===== src/rtl/chroma_key_pkg.sv =====
// -----------------------------------------------------------------------------
// chroma_key_pkg
// Shared definitions for the chroma key / alpha blend pipeline.
//   - mode encodings (bypass, hard key, soft key, matte view)
//   - fixed pipeline latency
//   - colour channel slot indices inside a packed R,G,B pixel (B in the LSBs)
//   - helpers mapping the key-channel parameter to channel slots
// Optional build macro used by the pipeline: SPILL_SUPPRESS_EN.
// -----------------------------------------------------------------------------
package chroma_key_pkg;

  typedef enum logic [1:0] {
    MODE_BYPASS = 2'd0,
    MODE_HARD   = 2'd1,
    MODE_SOFT   = 2'd2,
    MODE_MATTE  = 2'd3
  } mode_e;

  localparam int LATENCY = 3;

  // Slot index of each channel; slot s occupies bits [s*CW +: CW].
  localparam int CH_B = 0;
  localparam int CH_G = 1;
  localparam int CH_R = 2;

  // Slot of the key channel: KEY_CH 0 = green, 1 = blue.
  function automatic int key_slot(input int key_ch);
    return (key_ch == 0) ? CH_G : CH_B;
  endfunction

  // Slot of the non-key channel other than red.
  function automatic int other_slot(input int key_ch);
    return (key_ch == 0) ? CH_B : CH_G;
  endfunction

endpackage


===== src/rtl/chroma_alpha_calc.sv =====
// -----------------------------------------------------------------------------
// chroma_alpha_calc
// Two-stage key alpha generator.
//   S1: key channel K, O = max(non-key channels), dominance d = K - O (signed),
//       threshold gate (K >= k_min, both non-key <= nk_max).
//   S2: alpha in 0..2^CW from mode (bypass/hard/soft/matte), optional spill
//       suppression of the foreground key channel (macro SPILL_SUPPRESS_EN).
// Ports:
//   clk, rst        clock, asynchronous active-high reset
//   i_pixel         foreground pixel (R,G,B MSB->LSB)
//   i_k_min         minimum key channel value (shadow copy)
//   i_nk_max        maximum non-key channel value (shadow copy)
//   i_mode          key mode (shadow copy)
//   o_alpha         CW+1 bit alpha, 2 cycles after i_pixel
//   o_fg            foreground aligned with o_alpha (spill-adjusted if enabled)
// -----------------------------------------------------------------------------
module chroma_alpha_calc
  import chroma_key_pkg::*;
#(
  parameter int CW         = 8,
  parameter int KEY_CH     = 0,
  parameter int MARGIN     = 20,
  parameter int SOFT_SHIFT = 5
) (
  input  logic            clk,
  input  logic            rst,
  input  logic [3*CW-1:0] i_pixel,
  input  logic [CW-1:0]   i_k_min,
  input  logic [CW-1:0]   i_nk_max,
  input  logic [1:0]      i_mode,
  output logic [CW:0]     o_alpha,
  output logic [3*CW-1:0] o_fg
);

  localparam int          KS       = key_slot(KEY_CH);
  localparam int          NS       = other_slot(KEY_CH);
  localparam logic [CW:0] L_FULL   = {1'b1, {CW{1'b0}}};
  localparam logic [CW:0] L_MARGIN = (CW+1)'(MARGIN);
  localparam logic [CW:0] L_BAND   = (CW+1)'(2 ** SOFT_SHIFT);

  // ---------------- S1 ----------------
  logic [CW-1:0] w_k, w_r, w_n, w_o;
  logic [CW:0]   w_d;
  logic          w_gate;

  assign w_k    = i_pixel[KS*CW +: CW];
  assign w_r    = i_pixel[CH_R*CW +: CW];
  assign w_n    = i_pixel[NS*CW +: CW];
  assign w_o    = (w_r > w_n) ? w_r : w_n;
  // Zero-extended subtraction: bit CW set means K < O (negative dominance).
  assign w_d    = {1'b0, w_k} - {1'b0, w_o};
  assign w_gate = (w_k >= i_k_min) && (w_r <= i_nk_max) && (w_n <= i_nk_max);

  logic [CW:0]     r_d;
  logic            r_gate;
  logic [3*CW-1:0] r_fg_s1;

  always_ff @(posedge clk or posedge rst) begin
    if (rst) begin
      r_d     <= '0;
      r_gate  <= 1'b0;
      r_fg_s1 <= '0;
    end else begin
      r_d     <= w_d;
      r_gate  <= w_gate;
      r_fg_s1 <= i_pixel;
    end
  end

`ifdef SPILL_SUPPRESS_EN
  logic [CW-1:0] r_o;
  always_ff @(posedge clk or posedge rst) begin
    if (rst) r_o <= '0;
    else     r_o <= w_o;
  end
`endif

  // ---------------- S2 ----------------
  logic        w_pos;
  logic [CW:0] w_e, w_soft, w_alpha;
  logic [3*CW-1:0] w_fg;

  // Keyable only when gated and dominance strictly exceeds the margin.
  assign w_pos  = r_gate && !r_d[CW] && (r_d > L_MARGIN);
  assign w_e    = r_d - L_MARGIN;
  // Inside the soft band e < 2^SOFT_SHIFT, so the shift stays below 2^CW.
  assign w_soft = (w_e >= L_BAND) ? L_FULL : (w_e << (CW - SOFT_SHIFT));

  // Matte view shows the soft alpha, the most informative key shape.
  always_comb begin
    w_alpha = '0;
    case (mode_e'(i_mode))
      MODE_HARD:  if (w_pos) w_alpha = L_FULL;
      MODE_SOFT,
      MODE_MATTE: if (w_pos) w_alpha = w_soft;
      default:    w_alpha = '0;
    endcase
  end

  always_comb begin
    w_fg = r_fg_s1;
`ifdef SPILL_SUPPRESS_EN
    // Pixels not fully replaced keep no more key colour than the other channels.
    if ((w_alpha != L_FULL) && (r_fg_s1[KS*CW +: CW] > r_o))
      w_fg[KS*CW +: CW] = r_o;
`endif
  end

  logic [CW:0]     r_alpha;
  logic [3*CW-1:0] r_fg_s2;

  always_ff @(posedge clk or posedge rst) begin
    if (rst) begin
      r_alpha <= '0;
      r_fg_s2 <= '0;
    end else begin
      r_alpha <= w_alpha;
      r_fg_s2 <= w_fg;
    end
  end

  assign o_alpha = r_alpha;
  assign o_fg    = r_fg_s2;

endmodule


===== src/rtl/chroma_key_blend_pipe.sv =====
// -----------------------------------------------------------------------------
// chroma_key_blend_pipe
// Chroma keyer with soft alpha and round-to-nearest blend of the camera
// foreground over a background, 3-cycle fixed latency, frame-synchronous
// configuration and a per-frame keyed-pixel counter.
// Optional build macro: SPILL_SUPPRESS_EN (key-colour fringe removal in S2).
// Ports:
//   clk, rst            pixel clock, asynchronous active-high reset
//   rgb_data, bg_data   foreground / background pixels (R,G,B MSB->LSB)
//   i_hsync, i_vsync    syncs; i_vsync rising edge = frame boundary
//   i_de                data enable
//   mode                0 bypass, 1 hard, 2 soft, 3 matte (taken at vsync rise)
//   k_min, nk_max       key thresholds (taken at vsync rise)
//   mixed_data          blended pixel
//   o_hsync/o_vsync/o_de syncs delayed by LATENCY
//   key_count           keyed pixels of the last completed frame
//   count_valid         one-cycle pulse when key_count updates
// -----------------------------------------------------------------------------
module chroma_key_blend_pipe
  import chroma_key_pkg::*;
#(
  parameter int CW         = 8,
  parameter int KEY_CH     = 0,
  parameter int MARGIN     = 20,
  parameter int SOFT_SHIFT = 5,
  parameter int CNT_W      = 22
) (
  input  logic             clk,
  input  logic             rst,
  input  logic [3*CW-1:0]  rgb_data,
  input  logic [3*CW-1:0]  bg_data,
  input  logic             i_hsync,
  input  logic             i_vsync,
  input  logic             i_de,
  input  logic [1:0]       mode,
  input  logic [CW-1:0]    k_min,
  input  logic [CW-1:0]    nk_max,
  output logic [3*CW-1:0]  mixed_data,
  output logic             o_hsync,
  output logic             o_vsync,
  output logic             o_de,
  output logic [CNT_W-1:0] key_count,
  output logic             count_valid
);

  localparam int          W2     = 2*CW + 2;
  localparam logic [CW:0] L_FULL = {1'b1, {CW{1'b0}}};
  localparam logic [CW:0] L_HALF = (CW+1)'(2 ** (CW-1));

  // ---------------- shadow configuration ----------------
  logic          r_vs_in_d;
  logic          w_vs_rise;
  logic [1:0]    r_mode;
  logic [CW-1:0] r_k_min, r_nk_max;

  assign w_vs_rise = i_vsync && !r_vs_in_d;

  always_ff @(posedge clk or posedge rst) begin
    if (rst) begin
      r_vs_in_d <= 1'b0;
      r_mode    <= MODE_BYPASS;
      r_k_min   <= '0;
      r_nk_max  <= '0;
    end else begin
      r_vs_in_d <= i_vsync;
      if (w_vs_rise) begin
        r_mode   <= mode;
        r_k_min  <= k_min;
        r_nk_max <= nk_max;
      end
    end
  end

  // ---------------- S1 + S2: alpha ----------------
  logic [CW:0]     w_alpha;
  logic [3*CW-1:0] w_fg;

  chroma_alpha_calc #(
    .CW         (CW),
    .KEY_CH     (KEY_CH),
    .MARGIN     (MARGIN),
    .SOFT_SHIFT (SOFT_SHIFT)
  ) u_alpha (
    .clk      (clk),
    .rst      (rst),
    .i_pixel  (rgb_data),
    .i_k_min  (r_k_min),
    .i_nk_max (r_nk_max),
    .i_mode   (r_mode),
    .o_alpha  (w_alpha),
    .o_fg     (w_fg)
  );

  // ---------------- delay lines ----------------
  // The foreground delay lives in u_alpha; bg needs to meet it at S3.
  logic [3*CW-1:0]    r_bg_dl [0:LATENCY-2];
  logic [LATENCY-1:0] r_hs_dl, r_vs_dl, r_de_dl;
  logic               r_vs_out_d;

  always_ff @(posedge clk or posedge rst) begin
    if (rst) begin
      for (int i = 0; i < LATENCY-1; i++) r_bg_dl[i] <= '0;
      r_hs_dl    <= '0;
      r_vs_dl    <= '0;
      r_de_dl    <= '0;
      r_vs_out_d <= 1'b0;
    end else begin
      r_bg_dl[0] <= bg_data;
      for (int i = 1; i < LATENCY-1; i++) r_bg_dl[i] <= r_bg_dl[i-1];
      r_hs_dl    <= {r_hs_dl[LATENCY-2:0], i_hsync};
      r_vs_dl    <= {r_vs_dl[LATENCY-2:0], i_vsync};
      r_de_dl    <= {r_de_dl[LATENCY-2:0], i_de};
      r_vs_out_d <= r_vs_dl[LATENCY-1];
    end
  end

  // ---------------- S3: blend ----------------
  logic [3*CW-1:0] w_bg, w_mixed_next;
  logic [CW-1:0]   w_matte;
  logic            w_matte_mode;

  assign w_bg         = r_bg_dl[LATENCY-2];
  assign w_matte_mode = (r_mode == MODE_MATTE);
  assign w_matte      = w_alpha[CW] ? {CW{1'b1}} : w_alpha[CW-1:0];

  genvar gi;
  generate
    for (gi = 0; gi < 3; gi++) begin : g_ch
      logic [W2-1:0] w_sum;
      logic [CW-1:0] w_blend;
      // Weights sum to 2^CW, so the rounded result never exceeds 2^CW-1.
      assign w_sum   = W2'(w_fg[gi*CW +: CW]) * W2'(L_FULL - w_alpha)
                     + W2'(w_bg[gi*CW +: CW]) * W2'(w_alpha)
                     + W2'(L_HALF);
      assign w_blend = CW'(w_sum >> CW);
      assign w_mixed_next[gi*CW +: CW] = w_matte_mode ? w_matte : w_blend;
    end
  endgenerate

  logic [3*CW-1:0] r_mixed;

  always_ff @(posedge clk or posedge rst) begin
    if (rst) r_mixed <= '0;
    else     r_mixed <= w_mixed_next;
  end

  // ---------------- keyed pixel counter ----------------
  logic             w_keyed, w_vs_out_rise;
  logic [CNT_W-1:0] r_cnt, r_key_count;
  logic             r_count_valid;

  // Counted at S2, where de and alpha of the same pixel line up.
  assign w_keyed       = r_de_dl[LATENCY-2] && (w_alpha != '0);
  assign w_vs_out_rise = r_vs_dl[LATENCY-1] && !r_vs_out_d;

  always_ff @(posedge clk or posedge rst) begin
    if (rst) begin
      r_cnt         <= '0;
      r_key_count   <= '0;
      r_count_valid <= 1'b0;
    end else begin
      r_count_valid <= 1'b0;
      if (w_vs_out_rise) begin
        r_key_count   <= r_cnt;
        r_count_valid <= 1'b1;
        // A keyed pixel on the boundary cycle belongs to the new frame.
        r_cnt         <= w_keyed ? CNT_W'(1) : '0;
      end else if (w_keyed && (r_cnt != {CNT_W{1'b1}})) begin
        r_cnt <= r_cnt + CNT_W'(1);
      end
    end
  end

  assign mixed_data  = r_mixed;
  assign o_hsync     = r_hs_dl[LATENCY-1];
  assign o_vsync     = r_vs_dl[LATENCY-1];
  assign o_de        = r_de_dl[LATENCY-1];
  assign key_count   = r_key_count;
  assign count_valid = r_count_valid;

endmodule


===== config.mk =====
export PLATFORM = sky130hd
export DESIGN_NAME = chroma_key_blend_pipe
export DESIGN_NICKNAME = d
export VERILOG_FILES = /design/src/rtl/chroma_key_pkg.sv /design/src/rtl/chroma_alpha_calc.sv /design/src/rtl/chroma_key_blend_pipe.sv
export SDC_FILE = /design/constraint.sdc
export NUM_CORES = 1
export LEC_CHECK = 0
export CORE_ASPECT_RATIO = 0.6
export CORE_MARGIN = 3
export CORE_UTILIZATION = 61
export DETAILED_ROUTE_END_ITERATION = 12
export GPL_ROUTABILITY_DRIVEN = 0
export PLACE_DENSITY = 0.8
export RECOVER_POWER = 25
export SLEW_MARGIN = 10
export SYNTH_ARGS = -nofsm -noshare
export SYNTH_HDL_FRONTEND = slang
export SYNTH_SLANG_ARGS = --single-unit

===== constraint.sdc =====
create_clock -name clk -period 9.95 [get_ports clk]
set_input_delay 1.99 -clock clk [delete_from_list [all_inputs] [get_ports clk]]
set_output_delay 1.99 -clock clk [all_outputs]
set_load 0.01 [all_outputs]

==> impl_metrics.env, run 1 <==
export IMPL_drc=0
export IMPL_wl_mm=43.9
export IMPL_crit_fanout=34
export IMPL_core_area_sq_um=30100
export IMPL_required_ns=10.30
export IMPL_rsz0062_at_grt="false"
export IMPL_syn_avg_cell_area_sq_um=10.1
export IMPL_antenna_found_initial=0
export IMPL_power_density_nw_per_um2=108
export IMPL_hold_viol=0
export IMPL_final_setup_skew_ns=0.0190
export IMPL_diodes=0
export IMPL_clk_latency_ns=0.52
export IMPL_grt_pass1_wl_mm=73.3
export IMPL_synth_edf_count=0
export IMPL_ctsHtreeMaxLevel=1
export IMPL_die_h_um=142
export IMPL_io_pins=121
export IMPL_synth_fp_nets=2374
export IMPL_crit_arrival_ns=7.94
export IMPL_path_clk_slew_ns=0.07
export IMPL_cts_setup_buffers=0
export IMPL_start_util=0.623
export IMPL_ir_worst_vdd_v=0.000141
export IMPL_drv_slew=0
export IMPL_final_setup_worst_slack_ns=2.37
export IMPL_max_slew_margin=0.210
export IMPL_fin_nets=2478
export IMPL_power_leakage_uw=0.0109
export IMPL_cts_buffers_inserted=21
export IMPL_hold_path_startpoint="u_alpha.r_fg_s1[20]$_DFF_PP0_"
export IMPL_grt_overflow=0
export IMPL_first_pass_iters=5
export IMPL_ant_nets=0
export IMPL_grt_use_total=0.284
export IMPL_clockRootBuffer="clkbuf_16"
export IMPL_yosysSeqAreaShare=0.279
export IMPL_fmax_ghz=0.132
export IMPL_dpl_worst_slack_ns=2.49
export IMPL_cts_tree="yes"
export IMPL_outcome="finished, final reports clean"
export IMPL_ys_ff_latch=209
export IMPL_syn_cell_area_sq_um=18700
export IMPL_min_path_type="register to register"
export IMPL_grt_max_degree=145
export IMPL_drt_iter0_drc=954
export IMPL_rows=49
export IMPL_fp_dieW_um=232
export IMPL_tns_ns=0
export IMPL_synth_ff_type="dfrtp_1"
export IMPL_die_area_sq_um=32900
export IMPL_layout_commonest_cell="inv_1"
export IMPL_worst_pin_slew_ns=1.18
export IMPL_portBuffers=120
export IMPL_finalSetupViolCount=0
export IMPL_synth_distinct_cells=49
export IMPL_cp_start_kind="register"
export IMPL_via_per_inst=5.36
export IMPL_dp_hpwl_mm=34.5
export IMPL_cts_sinks=209
export IMPL_period_needed_ns=7.58
export IMPL_layout_drive_gt1_share=0.0298
export IMPL_synth_warnings=0
export IMPL_async_reset_ff_frac=1.00
export IMPL_route_vias_total=12800
export IMPL_synthCells=1863
export IMPL_grt_pass1_vias=13900
export IMPL_wire_per_inst_um=18.4
export IMPL_layout_common_cells="inv_1 (400), fa_1 (241), dfrtp_1 (209)"
export IMPL_cp_startpoint="u_alpha.o_alpha[3]$_DFF_PP0_"
export IMPL_end_kind="register"
export IMPL_max_cap_violations=0
export IMPL_path_class="register to register"
export IMPL_cts_hold_buf=0
export IMPL_post_route_period_util=0.762
export IMPL_syn2layout_area_growth_pct=12.4
export IMPL_fillers=2227
export IMPL_cts_resized=0
export IMPL_clockBufferDepth=3
export IMPL_r2r_start="u_alpha.o_alpha[3]$_DFF_PP0_"
## through the flow
stage / hold WS (ns) / total power, uW / instances / instance area [sq um] / utilization
finish: 0.339 / 2280 / 2390 / 21100 / 0.700
global route: 0.347 / 2390 / 2390 / 21100 / 0.700
CTS: 0.341 / 2300 / 2390 / 21100 / 0.700
detailed placement: 0.335 / 1450 / 2352 / 20300 / 0.676
global placement: 0.333 / 1430 / 2352 / 20300 / 0.676
floorplan: 0.331 / 1260 / 1863 / 18700 / -
## critical path, cell delays in order (launching register included)
cell      delay (ns)
dfrtp_1         0.65
buf_4           0.46
inv_1           0.09
ha_1            0.25
or4b_1          0.44
and2_1          0.54
nand2_1         0.21
fa_1            0.58
fa_1            0.43
fa_1            0.51
inv_1           0.05
fa_1            0.46
fa_1            0.55
inv_1           0.05
fa_1            0.52
inv_1           0.04
ha_1            0.20
or3_1           0.31
a311oi_1        0.33
o21bai_1        0.20
o31ai_1         0.27
xnor2_1         0.16
a21oi_1         0.08
## cell usage after synthesis (2+ instances only)
master | count | area, sq um
and4_1 | 5 | 43.8
nor2b_1 | 8 | 50.1
o31ai_1 | 2 | 15.0
nor3_1 | 4 | 20.0
nand2_1 | 197 | 739
buf_2 | 2 | 10.0
o21ai_0 | 49 | 245
o21a_1 | 18 | 135
mux2_2 | 5 | 56.3
nor2_1 | 47 | 176
clkbuf_1 | 45 | 169
fa_1 | 241 | 4820
nand3_1 | 11 | 55.1
o21bai_1 | 5 | 37.5
inv_1 | 401 | 1510
nand2b_1 | 9 | 56.3
a311oi_1 | 2 | 17.5
a21o_1 | 16 | 120
o221ai_1 | 2 | 17.5
mux2i_1 | 9 | 90.1
dfrtp_1 | 209 | 5230
xor2_1 | 41 | 359
and2_1 | 196 | 1230
or3_1 | 6 | 37.5
a21oi_1 | 26 | 130
ha_1 | 199 | 2490
and3_1 | 13 | 81.3
xnor2_1 | 60 | 526
buf_1 | 2 | 7.51
a31oi_1 | 3 | 18.8
nand4_1 | 12 | 75.1
## metal layers
| metal | share of wire | routed length (um) | GRT usage |
|---|---|---|---|
| met5 | 0 | 0 | 0 |
| met4 | 0.020 | 865 | 0.0586 |
| met3 | 0.081 | 3570 | 0.0604 |
| met2 | 0.46 | 20000 | 0.445 |
| met1 | 0.44 | 19400 | 0.414 |
## cells by family (layout without fill, tap and decap cells)
logic type,Yosys count,in the layout,share of synthesized area
multiplexers,14,14,0.00781
buffers and inverters,453,572,0.0915
AND/OR/NAND/NOR,513,513,0.139
XOR/XNOR,102,102,0.0484
adder cells (fa/ha/maj),440,440,0.390
flip-flops,209,209,0.279
AO/OA/AOI/OAI,132,132,0.0437
## power breakdown
part / internal, uW / switching (uW) / total (uW)
logic: 212 / 258 / 469
clock network: 487 / 348 / 836
registers: 918 / 53.3 / 971
total: 1620 / 659 / 2280
## area by class of cell
| class | instances | area, sq um | area share |
|---|---|---|---|
| Timing Repair Buffer | 132 | 1290 | 0.0611 |
| Inverter | 402 | 1520 | 0.0720 |
| Multi-Input combinational cell | 1201 | 11800 | 0.560 |
| Clock buffer | 28 | 612 | 0.0290 |
| Clock inverter | 10 | 116 | 0.00552 |
| Tap cell | 408 | 510 | 0.0242 |
| Sequential cell | 209 | 5230 | 0.248 |
## path summary, 6_finish.rpt
check | endpoint | slack (ns) | cells past startpoint
max reg2reg | mixed_data[7]$_DFF_PP0_ | 2.37 | 22
min reg2reg | u_alpha.o_fg[20]$_DFF_PP0_ | 0.34 | 0
min | u_alpha.o_fg[20]$_DFF_PP0_ | 0.34 | 0
max | mixed_data[7]$_DFF_PP0_ | 2.37 | 22
max in group asynchronous | u_alpha.r_fg_s1[5]$_DFF_PP0_ | 6.39 | 3
min in group asynchronous | key_count[7]$_DFFE_PP0P_ | 2.08 | 2
## state kept, by name, indices dropped and copies added (netlist names), 2 cells and up
| signal | flops |
|---|---|
| u_alpha.o_fg | 24 |
| r_hs_dl | 3 |
| r_bg_dl | 24 |
| r_mode | 2 |
| r_k_min | 8 |
| r_de_dl | 3 |
| u_alpha.r_d | 9 |
| mixed_data | 24 |
| key_count | 22 |
| r_vs_dl | 3 |
| w_bg | 24 |
| r_cnt | 22 |
| u_alpha.o_alpha | 6 |
| u_alpha.r_fg_s1 | 24 |
| r_nk_max | 8 |
No activity file was read; power rests on OpenSTA's default activity.
==> run 2: changes to the inputs <==
Clock period 9.95 ns to 7.23 ns, I/O delays scaled along.
==> run 2 against run 1 <==
The run now ends with capacitance limit, slew limit left. Global-route usage decreased by 0.89 points. Clock-buffer cell count unchanged. Hold slack improved by 0.0034 ns.
==> impl_metrics.env, run 2 (synthesis results as in run 1) <==
export IMPL_outcome="finished, violations left"
export IMPL_violations="capacitance limit, slew limit"
export IMPL_clk_latency_ns=0.54
export IMPL_power_density_nw_per_um2=148
export IMPL_period_needed_ns=6.86
export IMPL_min_path_type="register to register"
export IMPL_post_route_period_util=0.948
export IMPL_cts_hold_buf=0
export IMPL_rrSetupSlack_ns=0.37
export IMPL_cts_sinks=209
export IMPL_cts_tree="yes"
export IMPL_ant_nets=0
export IMPL_io_pins=121
export IMPL_finalNonFillerCells=2402
export IMPL_dp_cells=2362
export IMPL_path_clk_slew_ns=0.07
export IMPL_route_vias_total=12700
export IMPL_fillers=2216
export IMPL_clockBufferDepth=3
export IMPL_cp_start_kind="register"
export IMPL_worst_path_buf_inv=5
export IMPL_layout_commonest_cell="inv_1"
export IMPL_wl_mm=42.5
export IMPL_drv_slew=78
export IMPL_cp_endpoint="mixed_data[7]$_DFF_PP0_"
export IMPL_layout_common_cells="inv_1 (400), fa_1 (241), dfrtp_1 (209)"
export IMPL_via_per_inst=5.28
export IMPL_ir_worst_vdd_v=0.000193
export IMPL_r2r_cells=21
export IMPL_cpPeakStageDelay_ns=0.65
export IMPL_drc=0
export IMPL_path_depth=21
export IMPL_path_class="register to register"
export IMPL_cts_buffers_inserted=22
export IMPL_power_leakage_uw=0.0109
export IMPL_r2r_start="u_alpha.o_alpha[3]$_DFF_PP0_"
export IMPL_finalSetupViolCount=0
export IMPL_cts_setup_buffers=0
export IMPL_cts_resized=0
export IMPL_core_area_sq_um=30100
export IMPL_crit_family="adder cells"
export IMPL_dp_hpwl_mm=33.6
export IMPL_grt_use_total=0.275
export IMPL_cp_startpoint="u_alpha.o_alpha[3]$_DFF_PP0_"
export IMPL_fp_dieW_um=232
export IMPL_first_pass_iters=5
export IMPL_required_ns=7.61
export IMPL_diodes=0
export IMPL_rsz0062_at_grt="false"
export IMPL_grt_pass1_vias=13700
export IMPL_fmax_ghz=0.146
export IMPL_tns_ns=0
export IMPL_syn2layout_area_growth_pct=12.9
export IMPL_grt_overflow=0
export IMPL_cpMaxStageDelayCell="or4b_1"
export IMPL_r2r_end="mixed_data[7]$_DFF_PP0_"
export IMPL_stdcell_area_sq_um=21200
export IMPL_grt_max_degree=80
export IMPL_place_area_sq_um=20400
export IMPL_wire_per_inst_um=17.7
export IMPL_start_util=0.623
export IMPL_die_h_um=142
export IMPL_portBuffers=120
export IMPL_ctsHtreeMaxLevel=1
export IMPL_grt_pass1_wl_mm=70.9
export IMPL_rows=49
export IMPL_drt_iter0_drc=816
export IMPL_end_kind="register"
export IMPL_hold_viol=0
export IMPL_crit_fanout=12
export IMPL_path_cells="inv_1 -> ha_1 -> or4b_1 -> and3_1 -> fa_1 -> inv_1 -> fa_1 -> fa_1 -> inv_1 -> fa_1 -> fa_1 -> inv_1 -> fa_1 -> inv_1 -> ha_1 -> or3_1 -> a311oi_1 -> o21bai_1 -> o31ai_1 -> xnor2_1 -> a21oi_1"
export IMPL_fin_nets=2489
export IMPL_crit_arrival_ns=7.24
export IMPL_layout_drive_gt1_share=0.0351
export IMPL_max_cap_violations=1
export IMPL_max_slew_margin=-1.28
export IMPL_clockRootBuffer="clkbuf_16"
export IMPL_worst_pin_slew_ns=3.40
export IMPL_final_setup_skew_ns=0.00953
export IMPL_antenna_found_initial=0
export IMPL_die_area_sq_um=32900
export IMPL_cpMostUsedCell="fa_1"
run 2: changes by cell type in the layout (fill, tap and decap cells not counted), moves of 2 or more:
cell        before  now
clkbuf_8         6    3
buf_4           11   22
clkinvlp_4       2    4
inv_6            2    0
clkinv_4         1    3
run 2: how the worst min path moves through the flow:
stage,start,endpoint,slack (ns),cells past startpoint
after floorplan,r_de_dl[0]$_DFF_PP0_,r_de_dl[1]$_DFF_PP0_,0.33,0
after global placement,r_de_dl[0]$_DFF_PP0_,r_de_dl[1]$_DFF_PP0_,0.33,0
after detailed placement,r_de_dl[0]$_DFF_PP0_,r_de_dl[1]$_DFF_PP0_,0.33,0
after CTS,u_alpha.r_fg_s1[21]$_DFF_PP0_,u_alpha.o_fg[21]$_DFF_PP0_,0.35,0
after global routing,u_alpha.r_fg_s1[7]$_DFF_PP0_,u_alpha.o_fg[7]$_DFF_PP0_,0.35,0
final,u_alpha.r_fg_s1[2]$_DFF_PP0_,u_alpha.o_fg[2]$_DFF_PP0_,0.34,0
run 2: stage by stage:
stage                     setup slack (ns)  hold WS [ns]   util  total power [uW]
after floorplan                     0.0748         0.331      -              1730
after detailed placement             0.416         0.335  0.678              2000
after global routing                 0.109         0.352  0.703              3300
final                                0.373         0.343  0.703              3130
after CTS                            0.394         0.348  0.703              3160
after global placement               0.714         0.332  0.678              1970
run 2: final cells by class:
class                           count  area (sq um)  share of cell area
Multi-Input combinational cell   1201         11800               0.558
Sequential cell                   209          5230               0.247
Inverter                          402          1510              0.0714
Timing Repair Buffer              142          1370              0.0646
Clock buffer                       28           603              0.0285
Tap cell                          408           510              0.0241
Clock inverter                     12           143             0.00674
run 2: where the power goes:
group,switching (uW),total [uW],internal (uW)
clock,512,1150,641
combinational,343,635,292
sequential,76.6,1340,1260
total,931,3130,2200
run 2: routing by layer:
| layer | up-vias | track usage | routed length [um] |
|---|---|---|---|
| met5 | - | 0 | 0 |
| met2 | 438 | 0.408 | 18300 |
| li1 | 5865 | - | - |
| met3 | 84 | 0.0905 | 4160 |
| met1 | 6304 | 0.390 | 18800 |
| met4 | 0 | 0.0785 | 1180 |
==> run 3: changes to the inputs <==
Settings changed: MAX_ROUTING_LAYER set to met4.
==> run 3 against run 2 <==
Critical endpoint unchanged. First-iteration DRC count is 1.7% lower. Hold slack better by 0.0024 ns. Global-route usage is 0.84 points higher. Non-clock buffer count stayed put. The run still ends with capacitance limit, slew limit left. Clock power hardly changed. Sequential power hardly changed.
==> impl_metrics.env, run 3 (synthesis results as in run 1) <==
export IMPL_outcome="finished, violations left"
export IMPL_violations="capacitance limit, slew limit"
export IMPL_ant_nets=0
export IMPL_grt_pass1_vias=13700
export IMPL_layout_common_cells="inv_1 (400), fa_1 (241), dfrtp_1 (209)"
export IMPL_worstHoldEndpoint="w_bg[5]$_DFF_PP0_"
export IMPL_post_route_period_util=0.946
export IMPL_path_cells="inv_1 -> ha_1 -> or4b_1 -> and3_1 -> fa_1 -> inv_1 -> fa_1 -> fa_1 -> inv_1 -> fa_1 -> fa_1 -> inv_1 -> fa_1 -> inv_1 -> ha_1 -> or3_1 -> a311oi_1 -> o21bai_1 -> o31ai_1 -> xnor2_1 -> a21oi_1"
export IMPL_hold_ws_ns=0.345
export IMPL_fillers=2215
export IMPL_rsz0062_at_grt="false"
export IMPL_hold_viol=0
export IMPL_period_needed_ns=6.84
export IMPL_power_density_nw_per_um2=148
export IMPL_power_leakage_uw=0.0109
export IMPL_fp_dieW_um=232
export IMPL_required_ns=7.61
export IMPL_cpPeakStageDelay_ns=0.65
export IMPL_ff_latch_area_sq_um=5230
export IMPL_grt_max_degree=80
export IMPL_dpl_worst_slack_ns=0.416
export IMPL_io_pins=121
export IMPL_ir_worst_vdd_v=0.000193
export IMPL_hold_path_startpoint="r_bg_dl[29]$_DFF_PP0_"
export IMPL_tns_ns=0
export IMPL_max_cap_violations=1
export IMPL_fin_nets=2489
export IMPL_core_area_sq_um=30100
export IMPL_clockBufferDepth=3
export IMPL_portBuffers=120
export IMPL_min_path_type="register to register"
export IMPL_grt_use_total=0.283
export IMPL_cts_setup_buffers=0
export IMPL_hold_depth=0
export IMPL_multiInputGateArea_sq_um=11800
export IMPL_cpMaxStageDelayCell="or4b_1"
export IMPL_start_util=0.623
export IMPL_via_per_inst=5.28
export IMPL_first_pass_iters=5
export IMPL_crit_arrival_ns=7.22
export IMPL_die_h_um=142
export IMPL_ctsHtreeMaxLevel=1
export IMPL_finalSetupViolCount=0
export IMPL_max_slew_margin=-1.26
export IMPL_worst_pin_slew_ns=3.37
export IMPL_fmax_ghz=0.146
export IMPL_r2r_end="mixed_data[7]$_DFF_PP0_"
export IMPL_clockRootBuffer="clkbuf_16"
export IMPL_rows=49
export IMPL_finalNonFillerCells=2403
export IMPL_grt_overflow=0
export IMPL_clk_latency_ns=0.54
export IMPL_final_setup_worst_slack_ns=0.394
export IMPL_grt_pass1_wl_mm=70.8
export IMPL_layout_commonest_cell="inv_1"
export IMPL_dp_cells=2362
export IMPL_syn2layout_area_growth_pct=12.9
export IMPL_wire_per_inst_um=17.7
export IMPL_path_class="register to register"
export IMPL_wl_mm=42.5
export IMPL_route_vias_total=12700
export IMPL_drv_slew=78
export IMPL_antenna_found_initial=0
export IMPL_rrSetupSlack_ns=0.39
export IMPL_drc=0
export IMPL_cp_start_kind="register"
export IMPL_r2r_cells=21
export IMPL_cts_tree="yes"
export IMPL_cts_hold_buf=0
export IMPL_path_clk_slew_ns=0.07
export IMPL_cts_buffers_inserted=22
export IMPL_cts_sinks=209
export IMPL_drt_iter0_drc=802
export IMPL_end_kind="register"
export IMPL_r2r_start="u_alpha.o_alpha[3]$_DFF_PP0_"
export IMPL_cts_resized=0
export IMPL_layout_drive_gt1_share=0.0351
export IMPL_dp_hpwl_mm=33.6
export IMPL_final_setup_skew_ns=0.00884
export IMPL_crit_fanout=12
export IMPL_cpMostUsedCell="fa_1"
export IMPL_die_area_sq_um=32900
==> run 3: worst max-delay path by stage <==
stage / cells after the start / start / slack, ns / to
6_report: 21 / u_alpha.o_alpha[3]$_DFF_PP0_ / 0.39 / mixed_data[7]$_DFF_PP0_
2_1_floorplan: 1 / rst / 0.07 / count_valid$_DFF_PP0_
4_1_cts: 21 / u_alpha.o_alpha[3]$_DFF_PP0_ / 0.39 / mixed_data[7]$_DFF_PP0_
3_5_place_dp: 21 / u_alpha.o_alpha[3]$_DFF_PP0_ / 0.42 / mixed_data[7]$_DFF_PP0_
3_3_place_gp: 21 / u_alpha.o_alpha[3]$_DFF_PP0_ / 0.71 / mixed_data[15]$_DFF_PP0_
5_1_grt: 21 / u_alpha.o_alpha[3]$_DFF_PP0_ / 0.11 / mixed_data[7]$_DFF_PP0_
==> run 3: area by class of cell <==
class	count	share of cell area
Antenna cell	1	0.000118
Clock buffer	28	0.0285
Clock inverter	12	0.00674
Inverter	402	0.0714
Multi-Input combinational cell	1201	0.558
Sequential cell	209	0.247
Tap cell	408	0.0241
Timing Repair Buffer	142	0.0646
==> run 3: worst max-delay path: cells and delay by family, from the launching register on <==
family,cells,cell delay (ns)
XOR/XNOR,1,0.15
flip-flops,1,0.42
buffers and inverters,5,0.27
adder cells (fa/ha/maj),8,3.54
AO/OA/AOI/OAI,4,0.91
AND/OR/NAND/NOR,3,1.38
==> run 3: through the flow <==
step                power [uW]  cell area (sq um)   util
floorplan                 1730              18700      -
detailed placement        2000              20400  0.678
global placement          1970              20400  0.678
finish                    3130              21200  0.703
global route              3300              21200  0.703
CTS                       3160              21200  0.703
==> run 3: where the power goes <==
group          switching [uW]  leakage, uW  internal (uW)
combinational             343      0.00802            292
sequential               76.4      0.00257           1260
clock                     512     0.000349            641
==> run 3: metal layers <==
layer / vias to the layer above / global-route usage / routed length [um]
li1: 5849 / - / -
met1: 6319 / 0.390 / 18800
met2: 440 / 0.409 / 18400
met3: 91 / 0.0895 / 4080
met4: 0 / 0.0785 / 1190
met5: - / - / 0
==> edit 1, RTL diff (flow settings as in run 2) <==
The parameter `CNT_W` goes from 22 to 11.
--- a/src/rtl/chroma_key_blend_pipe.sv
+++ b/src/rtl/chroma_key_blend_pipe.sv
@@ -25,3 +25,3 @@
   parameter int SOFT_SHIFT = 5,
-  parameter int CNT_W      = 22
+  parameter int CNT_W      = 11
 ) (
Ports: changed (resized key_count); port bits go from 121 to 110. No check against the original RTL was run, so the function may have changed too.
==> edit 1 against run 2 <==
Sequential share of layout area fell by 1.2 points. Die area fell by 5.1%. Largest cell class unchanged. Utilization rose by 0.60 points. Total power fell by 9.4%. Highest routed layer unchanged. Setup slack got worse by 48 ps. Routed wire length fell by 1.5%. Area after synthesis fell by 5.3%. Sequential cell count fell by 22. Global-route usage rose by 0.96 points. Clock power fell by 14%. Design area fell by 5.8%.
==> edit 1: results (changes against run 2) <==
[detailed_routing]
vias = 12200  ; was 12700
finalWirelength_mm = 41.8  ; was 42.5 mm
first_pass_iters = 5  ; unchanged
drtIter0Drc = 986  ; was 816

[yosys]
synth_nets = 2271  ; was 2374
ys_types = 50  ; was 49
synth_commonest_cells = inv_1, fa_1, ha_1  ; was inv_1, fa_1, dfrtp_1
async_reset_ff_share_pct = 100  ; unchanged
synth_area_leaders = fa_1, dfrtp_1, ha_1, inv_1, and2_1  ; was dfrtp_1, fa_1, ha_1, inv_1, and2_1
ys_seq_area_share_pct = 26.4  ; was 27.9%
synth_ff_type = dfrtp_1  ; unchanged
syn_inst = 1760  ; was 1863
ys_warn_count = 0  ; unchanged

[power]
ir_drop_uv = 139  ; was 193 uV
powerSeq_uw = 1210  ; was 1340 uW
p_clk_share_pct = 34.9  ; was 36.9%
p_leak_uw = 0.0103  ; was 0.0109 uW
comb_power_share_pct = 22.3  ; was 20.3%
switching_share_pct = 32.7  ; was 29.8%

[grt]
gr-usage-met1_pct = 41.6  ; was 39.0%
grtUsageTotal_pct = 28.4  ; was 27.5%
grt_max_degree = 126  ; was 80
grt_pass1_vias = 13000  ; was 13700
use_met3_pct = 9.28  ; was 9.05%
grt_first_pass_wirelength_mm = 68.5  ; was 70.9 mm
grtUsageMet2_pct = 41.8  ; was 40.8%
antenna_found_initial = 0  ; unchanged

[cts]
clk_latency_ps = 460  ; was 540 ps
clock_tree.root_cell = clkbuf_16  ; unchanged
htreeDepth = 4  ; was 1
clk_pin_slew_ps = 80
cts_max_path_buffers = 2  ; was 3
numCtsBuffers = 17  ; was 22

[sta]
skew_ps = 14.0  ; was 9.53 ps
fmax_mhz = 145  ; was 146 MHz
whs_ps = 348  ; was 343 ps
slew_viol_final = 0  ; was 78
worst_slew_pin_slew_ps = 934  ; was 3400 ps

[place]
portBuffers = 109  ; was 120
dp.final_hpwl_mm = 33.3  ; was 33.6 mm
placed_area_mm2 = 0.0193  ; was 0.0204 mm2
pre_cts_ws_ps = 288  ; was 416 ps

[cells_and_area]
stdcell_count = 2246  ; was 2402
multi_input_area_mm2 = 0.0114  ; was 0.0118 mm2
nNetsFinal = 2377  ; was 2489
drive_gt1_share_pct = 3.51  ; about the same
antenna_cells = 0  ; unchanged
fill_cells = 2067  ; was 2216

[hold_path]
hold_class = reg -> reg  ; unchanged
holdPathStages = 0  ; unchanged

[status]
status = finished, final reports clean  ; was complete, but fails checks

[critical_path]
cp_max_fo = 12  ; unchanged
arrival_ps = 7190  ; was 7240 ps
r2r_slack_ps = 320  ; was 370 ps
r2r_cells = 22  ; was 21

edit 1: cell count changes after synthesis, moves of 4 or more:
| cell | run 2 | this run |
|---|---|---|
| o21a_1 | 18 | 12 |
| nor3_1 | 4 | 11 |
| nand2_1 | 197 | 161 |
| dfrtp_1 | 209 | 187 |
| clkbuf_1 | 45 | 36 |
| xor2_1 | 41 | 32 |
| a21o_1 | 16 | 12 |
| nor2_1 | 47 | 34 |
| xnor2_1 | 60 | 55 |
| and4_1 | 5 | 1 |
edit 1: repair_timing:
action	CTS	global route
gates resized for setup	0	2
buffers inserted	0	0
setup endpoints to repair	0	2
endpoints found under the hold margin	0	0
edit 1: layer usage:
| metal | wire [um] | vias to the layer above |
|---|---|---|
| met3 | 4150 | 68 |
| met4 | 750 | 0 |
| met1 | 18400 | 6112 |
| met2 | 18500 | 456 |
| li1 | - | 5517 |
| met5 | 0 | - |
edit 1: worst max-delay path: stages, from the launching register on:
cell,delay [ps]
dfrtp_1,550
or4_4,610
o21a_1,220
or2_4,330
and2_1,200
fa_1,550
inv_1,70
fa_1,500
fa_1,520
inv_1,60
fa_1,480
fa_1,480
inv_1,50
fa_1,470
inv_1,40
ha_1,310
o21a_1,210
o21ai_0,130
a21oi_1,70
o21ai_1,310
a21boi_0,210
o21ai_0,200
o311ai_0,160
edit 1: kinds of logic (layout without fill, tap and decap cells):
family | count (synthesis) | after routing | share of synthesized area [%]
AO/OA/AOI/OAI | 128 | 128 | 4.29
adder cells (fa/ha/maj) | 440 | 440 | 41.2
XOR/XNOR | 88 | 88 | 4.42
buffers and inverters | 443 | 562 | 9.44
flip-flops | 187 | 187 | 26.4
multiplexers | 14 | 14 | 0.825
AND/OR/NAND/NOR | 460 | 460 | 13.5
edit 1: area by class of cell:
type / instances / share of cell area [%]
multi-input cells: 1130 / 57.2
clock buffers: 17 / 2.13
well taps: 367 / 2.30
flip-flops and latches: 187 / 23.5
clock inverters: 15 / 1.05
inverters: 402 / 7.61
repair buffers: 128 / 6.19
edit 1: path summary, 6_finish.rpt:
| path | end | startpoint |
|---|---|---|
| max | mixed_data[14]$_DFF_PP0_ | u_alpha.o_alpha[5]$_DFF_PP0_ |
| min | w_bg[5]$_DFF_PP0_ | r_bg_dl[29]$_DFF_PP0_ |
| max reg2reg | mixed_data[14]$_DFF_PP0_ | u_alpha.o_alpha[5]$_DFF_PP0_ |
| min reg2reg | w_bg[5]$_DFF_PP0_ | r_bg_dl[29]$_DFF_PP0_ |
| max in group asynchronous | u_alpha.r_d[8]$_DFF_PP0_ | rst |
| min in group asynchronous | r_hs_dl[2]$_DFF_PP0_ | rst |
==> edit 2, RTL diff (config.mk and constraints of run 2) <==
Without the edit above. Register the input `mode` before use. The logic sees it one clock later. The other inputs are not delayed to match.
--- a/src/rtl/chroma_key_blend_pipe.sv
+++ b/src/rtl/chroma_key_blend_pipe.sv
@@ -49,2 +49,8 @@
 
+  logic [1:0] mode_q;
+
+  always_ff @(posedge clk) begin
+    mode_q <= mode;
+  end
+
   // ---------------- shadow configuration ----------------
@@ -66,3 +72,3 @@
       if (w_vs_rise) begin
-        r_mode   <= mode;
+        r_mode   <= mode_q;
         r_k_min  <= k_min;
Behaviour: not the same (Yosys sat finds a counterexample within 4 cycles, from zero or initial values and one cycle with rst high).
==> edit 2 against run 2 <==
The run still ends with capacitance limit, slew limit left. Sequential share of layout area is 0.13 points higher. Design area up 0.22%. Setup slack got worse by 59 ps. Sequential cell count rose by 2. Routed wire length grew 1.3%. Area after synthesis is 0.45% higher. Total power is 0.96% lower.
==> edit 2: results (changes against run 2) <==
[grt]
grt_pass1_vias = 13700  ; about the same
grt_first_pass_wirelength_mm = 71.0  ; was 70.9 mm
antenna_found_initial = 1  ; was 0
grt_max_degree = 93  ; was 80
grtUsageTotal_pct = 27.2  ; was 27.5%

[critical_path]
arrival_ps = 7300  ; was 7240 ps
max_stage_delay_ps = 580  ; was 650 ps
cp_slowest_cell = or4_4  ; was or4b_1
crit_family = adder cells  ; unchanged
cp_max_fo = 11  ; was 12

[sta]
skew_ps = 19.8  ; was 9.53 ps
slew_viol_final = 93  ; was 78
slew_headroom_pct = -187  ; was -128%

[yosys]
ys_types = 53  ; was 49
ys_seq_elements = 211  ; was 209
ys_seq_area_share_pct = 28.0  ; was 27.9%
synth_commonest_cells = inv_1, fa_1, dfrtp_1  ; unchanged
async_reset_ff_share_pct = 99.1  ; was 100%
syn_area_per_cell_um2 = 10.0  ; was 10.1 um2
synth_area_leaders = dfrtp_1, fa_1, ha_1, inv_1, and2_1  ; unchanged

[cells_and_area]
stdcell_count = 2414  ; was 2402
nNetsFinal = 2504  ; was 2489
drive_gt1_share_pct = 3.39  ; was 3.51%

[detailed_routing]
drtIter0Drc = 956  ; was 816
post_drt_wl_per_cell_um = 17.8  ; was 17.7 um
vias = 12900  ; was 12700

[status]
status = complete, but fails checks  ; unchanged
violations = capacitance limit, slew limit  ; unchanged

[cts]
cts_max_path_buffers = 3  ; unchanged
numCtsBuffers = 22  ; unchanged
htreeDepth = 1  ; unchanged

[run]
max_cap_viol_count = 1  ; unchanged

[place]
portBuffers = 120  ; unchanged
dp.final_hpwl_mm = 34.0  ; was 33.6 mm
placed_area_mm2 = 0.0205  ; was 0.0204 mm2

[power]
p_leak_uw = 0.0109  ; about the same
ir_drop_uv = 169  ; was 193 uV

-- edit 2: cell types whose count changed in the layout (fill, tap and decap cells not counted), sizes merged, moves of 3 or more --
cell    change
clkbuf      +4
and4        -3
clkinv      -4
o21a        -6
or2         +3
xor2        -3
a21o        -3
nor2b       +3
o21ai       +5
nor3        +8
-- edit 2: stage by stage --
stage / setup WS (ps) / utilization, % / TNS [ps] / total power, uW / hold slack [ps]
6_report: 314 / 70.3 / 0 / 3100 / 335
4_1_cts: 337 / 70.3 / 0 / 3130 / 342
3_3_place_gp: 547 / 68.0 / 0 / 1970 / 333
3_5_place_dp: 371 / 68.0 / 0 / 2000 / 336
2_1_floorplan: 74.8 / - / 0 / 1730 / 331
5_1_grt: -43.8 / 70.3 / -117 / 3250 / 346
-- edit 2: power breakdown --
| group | switching [uW] | internal, uW | leakage [uW] |
|---|---|---|---|
| sequential | 72.3 | 1280 | 0.00259 |
| clock | 479 | 638 | 0.000331 |
| combinational | 344 | 288 | 0.00794 |
-- edit 2: logic make-up (layout without fill, tap and decap cells) --
group	after synthesis	after routing	synth area share (%)
AO/OA/AOI/OAI	129	129	4.22
XOR/XNOR	99	99	4.68
adder cells (fa/ha/maj)	440	440	38.9
buffers and inverters	451	582	9.05
flip-flops	211	211	28.0
multiplexers	15	15	0.837
AND/OR/NAND/NOR	529	530	14.4
-- edit 2: final timing paths --
kind                                         startpoint                         to  slack, ps  cells after the start
max                        u_alpha.o_alpha[4]$_DFF_PP0_    mixed_data[7]$_DFF_PP0_        310                     22
min                        u_alpha.r_fg_s1[3]$_DFF_PP0_  u_alpha.o_fg[3]$_DFF_PP0_        340                      0
max reg2reg                u_alpha.o_alpha[4]$_DFF_PP0_    mixed_data[7]$_DFF_PP0_        310                     22
min reg2reg                u_alpha.r_fg_s1[3]$_DFF_PP0_  u_alpha.o_fg[3]$_DFF_PP0_        340                      0
max in group asynchronous                           rst      r_bg_dl[43]$_DFF_PP0_       2480                      3
min in group asynchronous                           rst   key_count[6]$_DFFE_PP0P_       2530                      2
-- edit 2: layout make-up --
cell class,count,area [um2]
timing repair buffer,142,1360
inverter,403,1510
clock buffer,31,626
fill,2238,8950
clock inverter,6,67.6
tap,408,510
sequential,211,5270
multi-input combinational,1213,11900
-- edit 2: routing by layer --
layer  track usage (%)  vias up  routed length [um]
met3              5.58       70                3320
met2              42.5      404               19600
li1                  -     5903                   -
met1              39.6     6476               19000
met4              6.60        0                1120
met5                 0        -                   0
-- edit 2: repair_timing --
item / in CTS / in global routing
resized for setup: 0 / 0
setup endpoints to repair: 0 / 3
buffers inserted: 0 / 0
